===== src/rtl/hbridge_gate_sequencer.sv =====
// ============================================================================
// hbridge_gate_sequencer
// Start-up sequencer and run-time guard between the dead-time block and the
// H-bridge gate drivers (precharge, forced vector, run, latched faults).
// Revision: 1.0
// ============================================================================
`default_nettype none

module hbridge_gate_sequencer #(
  parameter int unsigned BOOT_CYCLES  = 1000,
  parameter int unsigned FORCE_CYCLES = 1000,
  parameter int unsigned WDOG_CYCLES  = 50000,
  parameter int unsigned CNT_W        = 16
) (
  input  logic       i_clock,
  input  logic       i_RESET,
  input  logic       i_enable,
  input  logic [3:0] i_gate,
  input  logic       i_fault_clear,
  output logic [3:0] o_gate,
  output logic [2:0] o_state,
  output logic       o_running,
  output logic       o_fault,
  output logic [1:0] o_fault_code
);

  typedef enum logic [2:0] {
    ST_IDLE  = 3'd0,
    ST_BOOT  = 3'd1,
    ST_FORCE = 3'd2,
    ST_RUN   = 3'd3,
    ST_FAULT = 3'd4
  } state_t;

  localparam logic [CNT_W-1:0] c_boot_last  = CNT_W'(BOOT_CYCLES - 1);
  localparam logic [CNT_W-1:0] c_force_last = CNT_W'(FORCE_CYCLES - 1);
  localparam logic [CNT_W-1:0] c_wdog       = CNT_W'(WDOG_CYCLES);
  localparam logic [3:0]       c_gate_off   = 4'b0000;
  localparam logic [3:0]       c_gate_boot  = 4'b1100;
  localparam logic [3:0]       c_gate_force = 4'b1001;

  state_t           state_q, state_d;
  logic [CNT_W-1:0] cnt_q, cnt_d;
  logic [3:0]       gate_q, gate_d;
  logic [3:0]       prev_gate_q, prev_gate_d;
  logic             running_q, running_d;
  logic             fault_q, fault_d;
  logic [1:0]       code_q, code_d;

  logic             w_shoot;
  logic             w_changed;
  logic [CNT_W-1:0] w_cnt_inc;
  logic [CNT_W-1:0] w_wd_next;

  always_comb begin
    w_shoot   = (i_gate[0] & i_gate[2]) | (i_gate[1] & i_gate[3]);
    w_changed = (i_gate != prev_gate_q);
    w_cnt_inc = (cnt_q == {CNT_W{1'b1}}) ? cnt_q : cnt_q + CNT_W'(1);
    w_wd_next = w_changed ? {CNT_W{1'b0}} : w_cnt_inc;

    state_d     = state_q;
    cnt_d       = cnt_q;
    gate_d      = c_gate_off;
    prev_gate_d = i_gate;
    running_d   = 1'b0;
    fault_d     = fault_q;
    code_d      = code_q;

    case (state_q)
      ST_IDLE: begin
        cnt_d = '0;
        if (i_enable) begin
          state_d = ST_BOOT;
          gate_d  = c_gate_boot;
        end
      end

      ST_BOOT: begin
        if (!i_enable) begin
          state_d = ST_IDLE;
          cnt_d   = '0;
        end else if (cnt_q == c_boot_last) begin
          state_d = ST_FORCE;
          cnt_d   = '0;
          gate_d  = c_gate_force;
        end else begin
          cnt_d  = w_cnt_inc;
          gate_d = c_gate_boot;
        end
      end

      ST_FORCE: begin
        if (!i_enable) begin
          state_d = ST_IDLE;
          cnt_d   = '0;
        end else if (cnt_q == c_force_last) begin
          // Hand-over edge: an illegal command is still never driven out.
          state_d   = ST_RUN;
          cnt_d     = '0;
          gate_d    = w_shoot ? c_gate_off : i_gate;
          running_d = 1'b1;
        end else begin
          cnt_d  = w_cnt_inc;
          gate_d = c_gate_force;
        end
      end

      ST_RUN: begin
        if (!i_enable) begin
          state_d = ST_IDLE;
          cnt_d   = '0;
        end else if (w_shoot) begin
          state_d = ST_FAULT;
          cnt_d   = '0;
          fault_d = 1'b1;
          code_d  = 2'b01;
        end else if (w_wd_next >= c_wdog) begin
          state_d = ST_FAULT;
          cnt_d   = '0;
          fault_d = 1'b1;
          code_d  = 2'b10;
        end else begin
          cnt_d     = w_wd_next;
          gate_d    = i_gate;
          running_d = 1'b1;
        end
      end

      ST_FAULT: begin
        cnt_d = '0;
        if (i_fault_clear && !i_enable) begin
          state_d = ST_IDLE;
          fault_d = 1'b0;
          code_d  = 2'b00;
        end
      end

      default: begin
        state_d = ST_IDLE;
        cnt_d   = '0;
      end
    endcase
  end

  always_ff @(posedge i_clock or negedge i_RESET) begin
    if (!i_RESET) begin
      state_q     <= ST_IDLE;
      cnt_q       <= '0;
      gate_q      <= c_gate_off;
      prev_gate_q <= 4'b0000;
      running_q   <= 1'b0;
      fault_q     <= 1'b0;
      code_q      <= 2'b00;
    end else begin
      state_q     <= state_d;
      cnt_q       <= cnt_d;
      gate_q      <= gate_d;
      prev_gate_q <= prev_gate_d;
      running_q   <= running_d;
      fault_q     <= fault_d;
      code_q      <= code_d;
    end
  end

  assign o_gate       = gate_q;
  assign o_state      = state_q;
  assign o_running    = running_q;
  assign o_fault      = fault_q;
  assign o_fault_code = code_q;

endmodule

`default_nettype wire


===== config.mk =====
export PLATFORM = sky130hd
export DESIGN_NAME = hbridge_gate_sequencer
export DESIGN_NICKNAME = d
export VERILOG_FILES = /design/src/rtl/hbridge_gate_sequencer.sv
export SDC_FILE = /design/constraint.sdc
export NUM_CORES = 1
export LEC_CHECK = 0
export BUFFER_PORTS_ARGS = -buffer_cell sky130_fd_sc_hd__buf_4
export CAP_MARGIN = 10
export CORE_UTILIZATION = 45
export CTS_CLUSTER_DIAMETER = 80
export CTS_CLUSTER_SIZE = 10
export DETAILED_ROUTE_END_ITERATION = 10
export SETUP_SLACK_MARGIN = 0.3
export SLEW_MARGIN = 20
export SYNTH_ARGS = -nofsm -noshare
export SYNTH_HDL_FRONTEND = slang
export SYNTH_SLANG_ARGS = --single-unit
export TNS_END_PERCENT = 10

===== constraint.sdc =====
create_clock -name i_clock -period 2.6 [get_ports i_clock]
set_input_delay 0.78 -clock i_clock [delete_from_list [all_inputs] [get_ports i_clock]]
set_output_delay 0.78 -clock i_clock [all_outputs]
set_load 0.02 [all_outputs]

==> results.sh <==
export IMPL_drt_pass1_iter_count=4
export IMPL_drt_total_wl_um=4820
export IMPL_grt_antenna_before_repair=0
export IMPL_reg2reg_to="cnt_q[4]$_DFF_PN0_"
export IMPL_finalCriticalPeriod_ns=2.29
export IMPL_synth_edf_count=0
export IMPL_arrival_ns=2.49
export IMPL_grt_pass1_vias=1640
export IMPL_grt_max_degree=32
export IMPL_placed_cell_area_um2=2120
export IMPL_drc=0
export IMPL_crit_fanout=16
export IMPL_top_usage_layer="met2"
export IMPL_diodes=0
export IMPL_p_leak_nw=1.00
export IMPL_syn_area_um2=1850
export IMPL_syn_inst=199
export IMPL_drv_slew=0
export IMPL_final_area_um2=2440
export IMPL_worstReg2RegStart="cnt_q[11]$_DFF_PN0_"
export IMPL_syn_to_final_growth_pct=32.1
export IMPL_drt_iter0_drc=162
export IMPL_fmax_mhz=437
export IMPL_synthArstFlopShare_pct=100
export IMPL_start_kind="flip-flop"
export IMPL_crit_type="flip-flop to flip-flop"
export IMPL_hold_buffers=0
export IMPL_final_nets=253
export IMPL_globalplace_congestion=0.910
export IMPL_track_usage_pct=24.5
export IMPL_nFillCells=326
export IMPL_syn_num_nets=208
export IMPL_cts_buffers=5
export IMPL_cap_violations=0
export IMPL_viasPerCell=5.91
export IMPL_r2r_slack_ns=0.31
export IMPL_crit_path_frequent_cell="a211oi_2"
export IMPL_yosysSeqAreaShare_pct=42.0
export IMPL_required_ns=2.80
export IMPL_core_um2=3800
export IMPL_worst_pin_slew_ns=0.380
export IMPL_initial_core_util_pct=48.6
export IMPL_dp_hpwl_um=3240
export IMPL_holdWs_ns=0.393
export IMPL_dieWidth_um=66.1
export IMPL_avgSynthCellArea_um2=9.28
export IMPL_ys_flop_type="dfrtp_1"
export IMPL_min_period_over_period_pct=87.9
export IMPL_num_vias=1732
export IMPL_rows=22
export IMPL_ios=19
export IMPL_met1_usage_pct=33.6
export IMPL_ant_nets=0
export IMPL_dp_cells=271
export IMPL_yosysUniqueCellTypes=50
export IMPL_instances_no_fill=293
export IMPL_worstRegToRegCells=8
export IMPL_synth_seq_cells=31
export IMPL_min_path_type="input port to async pin"
export IMPL_cp_slowest_cell="dfrtp_2"
export IMPL_grt_pass1_wl_um=7900
export IMPL_setup_tns_ns=0
export IMPL_htree_levels=2
export IMPL_clockBufferDepth=2
export IMPL_yosysWarnings=0
export IMPL_overflow=0
export IMPL_relSlewSlack_pct=74.4
export IMPL_path_cells="nand4_4 -> o41a_1 -> a211oi_2 -> nand4_1 -> a21oi_4 -> o211ai_4 -> buf_12 -> a211oi_2"
export IMPL_end_kind="flip-flop"
export IMPL_wl_per_cell_um=16.4
export IMPL_worst_path_buf_inv=1
export IMPL_io_buffer_count=18
export IMPL_cp_top_family="compound AO/OA/AOI/OAI gates"
export IMPL_tritoncts="done"
export IMPL_clock_skew_ns=0.0141
export IMPL_fin_util_pct=64.2
export IMPL_path_clk_slew_ns=0.08
export IMPL_clock_latency_ns=0.30
export IMPL_peakVddDrop_v=0.000383
export IMPL_gr_usage_met2_pct=37.9
export IMPL_setup_viol=0
export IMPL_layout_drive_gt1_share_pct=35.5
export IMPL_die_h_um=66.1
export IMPL_rsz0062_at_grt="true"
export IMPL_p_per_area_nw_per_um2=441
export IMPL_die_area_um2=4360
export IMPL_final_hold_viol_count=0
export IMPL_cts_sinks=31
export IMPL_max_stage_delay_ns=0.43
export IMPL_outcome="finished, final reports clean"
export IMPL_met3_usage_pct=7.07
export IMPL_root_buffer="clkbuf_8"
[logic make-up after synthesis]
logic type                 count (synthesis)  share of synthesized area, %
and+or+nand+nor                           81                          25.7
AOI/OAI and AO/OA                         61                          22.2
DFF                                       31                          42.0
buffers and inverters                     12                          2.98
xor gates and xnor gates                  10                          4.74
muxes                                      3                          1.63
adders and majority gates                  1                         0.677
[power by group]
| group | switching [mW] | internal, mW | leakage [nW] |
|---|---|---|---|
| sequential | 0.00685 | 0.489 | 0.403 |
| combinational | 0.0416 | 0.0287 | 0.538 |
| clock | 0.199 | 0.310 | 0.0612 |
[how the worst max path moves through the flow]
stage | end | cells after the start | from | slack, ns
floorplan | o_gate[3]$_DFF_PN0_ | 8 | cnt_q[0]$_DFF_PN0_ | 0.34
global placement | cnt_q[14]$_DFF_PN0_ | 9 | cnt_q[0]$_DFF_PN0_ | 0.17
detailed placement | cnt_q[14]$_DFF_PN0_ | 6 | i_gate[1] | 0.14
CTS | o_state[0]$_DFFE_PN0P_ | 8 | cnt_q[1]$_DFF_PN0_ | 0.28
global route | cnt_q[4]$_DFF_PN0_ | 8 | cnt_q[11]$_DFF_PN0_ | 0.20
finish | cnt_q[4]$_DFF_PN0_ | 8 | cnt_q[11]$_DFF_PN0_ | 0.31
[synthesized netlist by cell type (all sizes together) (2+ instances only)]
library cell  number  area share (%)
o31ai              3             1.8
or3                2            0.68
nand3             10             3.4
nand4              7             4.0
a31o               2            0.95
o21ai             13             3.5
a21oi             24             6.7
nor3              10             2.7
dfrtp             31              42
nand2             15             3.0
a211oi             4             1.9
mux2i              3             1.6
clkbuf             4            0.81
and3               3             1.1
nand2b             2            0.68
nand3b             2            0.81
buf                3             1.2
nor4               4             2.5
o211ai             3             2.0
inv                5             1.0
a22oi              2            0.81
nor2b              4             1.4
or2                3             1.2
xnor2              4             1.9
and2               2            0.68
nor2              16             3.3
xor2               6             2.8
[routing by layer]
metal / vias up / share of wire (%)
met4: 0 / 1.0
li1: 829 / -
met1: 850 / 47
met5: - / 0
met2: 46 / 47
met3: 7 / 4.5
[placed cells by master (no fill, tap or decap), types with 4 or more instances in the layout]
cell type	netlist	final
buf_4	0	43
dfrtp_1	31	23
a21oi_1	23	22
nand2_1	15	15
nor2_1	16	14
o21ai_0	13	12
nand3_1	9	9
dfrtp_2	0	8
nor3_1	10	7
xor2_1	6	6
clkbuf_8	0	6
nand4_1	5	5
inv_1	5	5
nor2b_1	4	4
xnor2_1	4	4
[sequential cells by signal, summed over array words and instances (netlist names)]
signal        count
o_fault           1
o_fault_code      2
o_state           3
o_gate            4
cnt_q            16
o_running         1
prev_gate_q       4
[stage by stage]
stage | power, mW | worst slack [ns]
after floorplan | 0.534 | 0.338
after global placement | 0.572 | 0.167
after detailed placement | 0.573 | 0.141
after CTS | 1.08 | 0.278
after global routing | 1.11 | 0.201
final | 1.08 | 0.314
[timing repair]
| item | in CTS | in global routing |
|---|---|---|
| setup endpoints to repair | 24 | 26 |
| gates resized for setup | 8 | 14 |
| endpoints found under the hold margin | 0 | 0 |
| pin swaps | 3 | 8 |
| buffers inserted | 9 | 5 |
[final cells by class]
type,count,area (µm²),share of cell area [%]
Inverter,5,18.8,0.769
Sequential cell,31,786,32.2
Clock inverter,2,35.0,1.44
Timing Repair Buffer,45,354,14.5
Tap cell,48,60.1,2.46
Clock buffer,6,82.6,3.38
Multi-Input combinational cell,156,1100,45.2
Power figures use the tool's default switching activity.
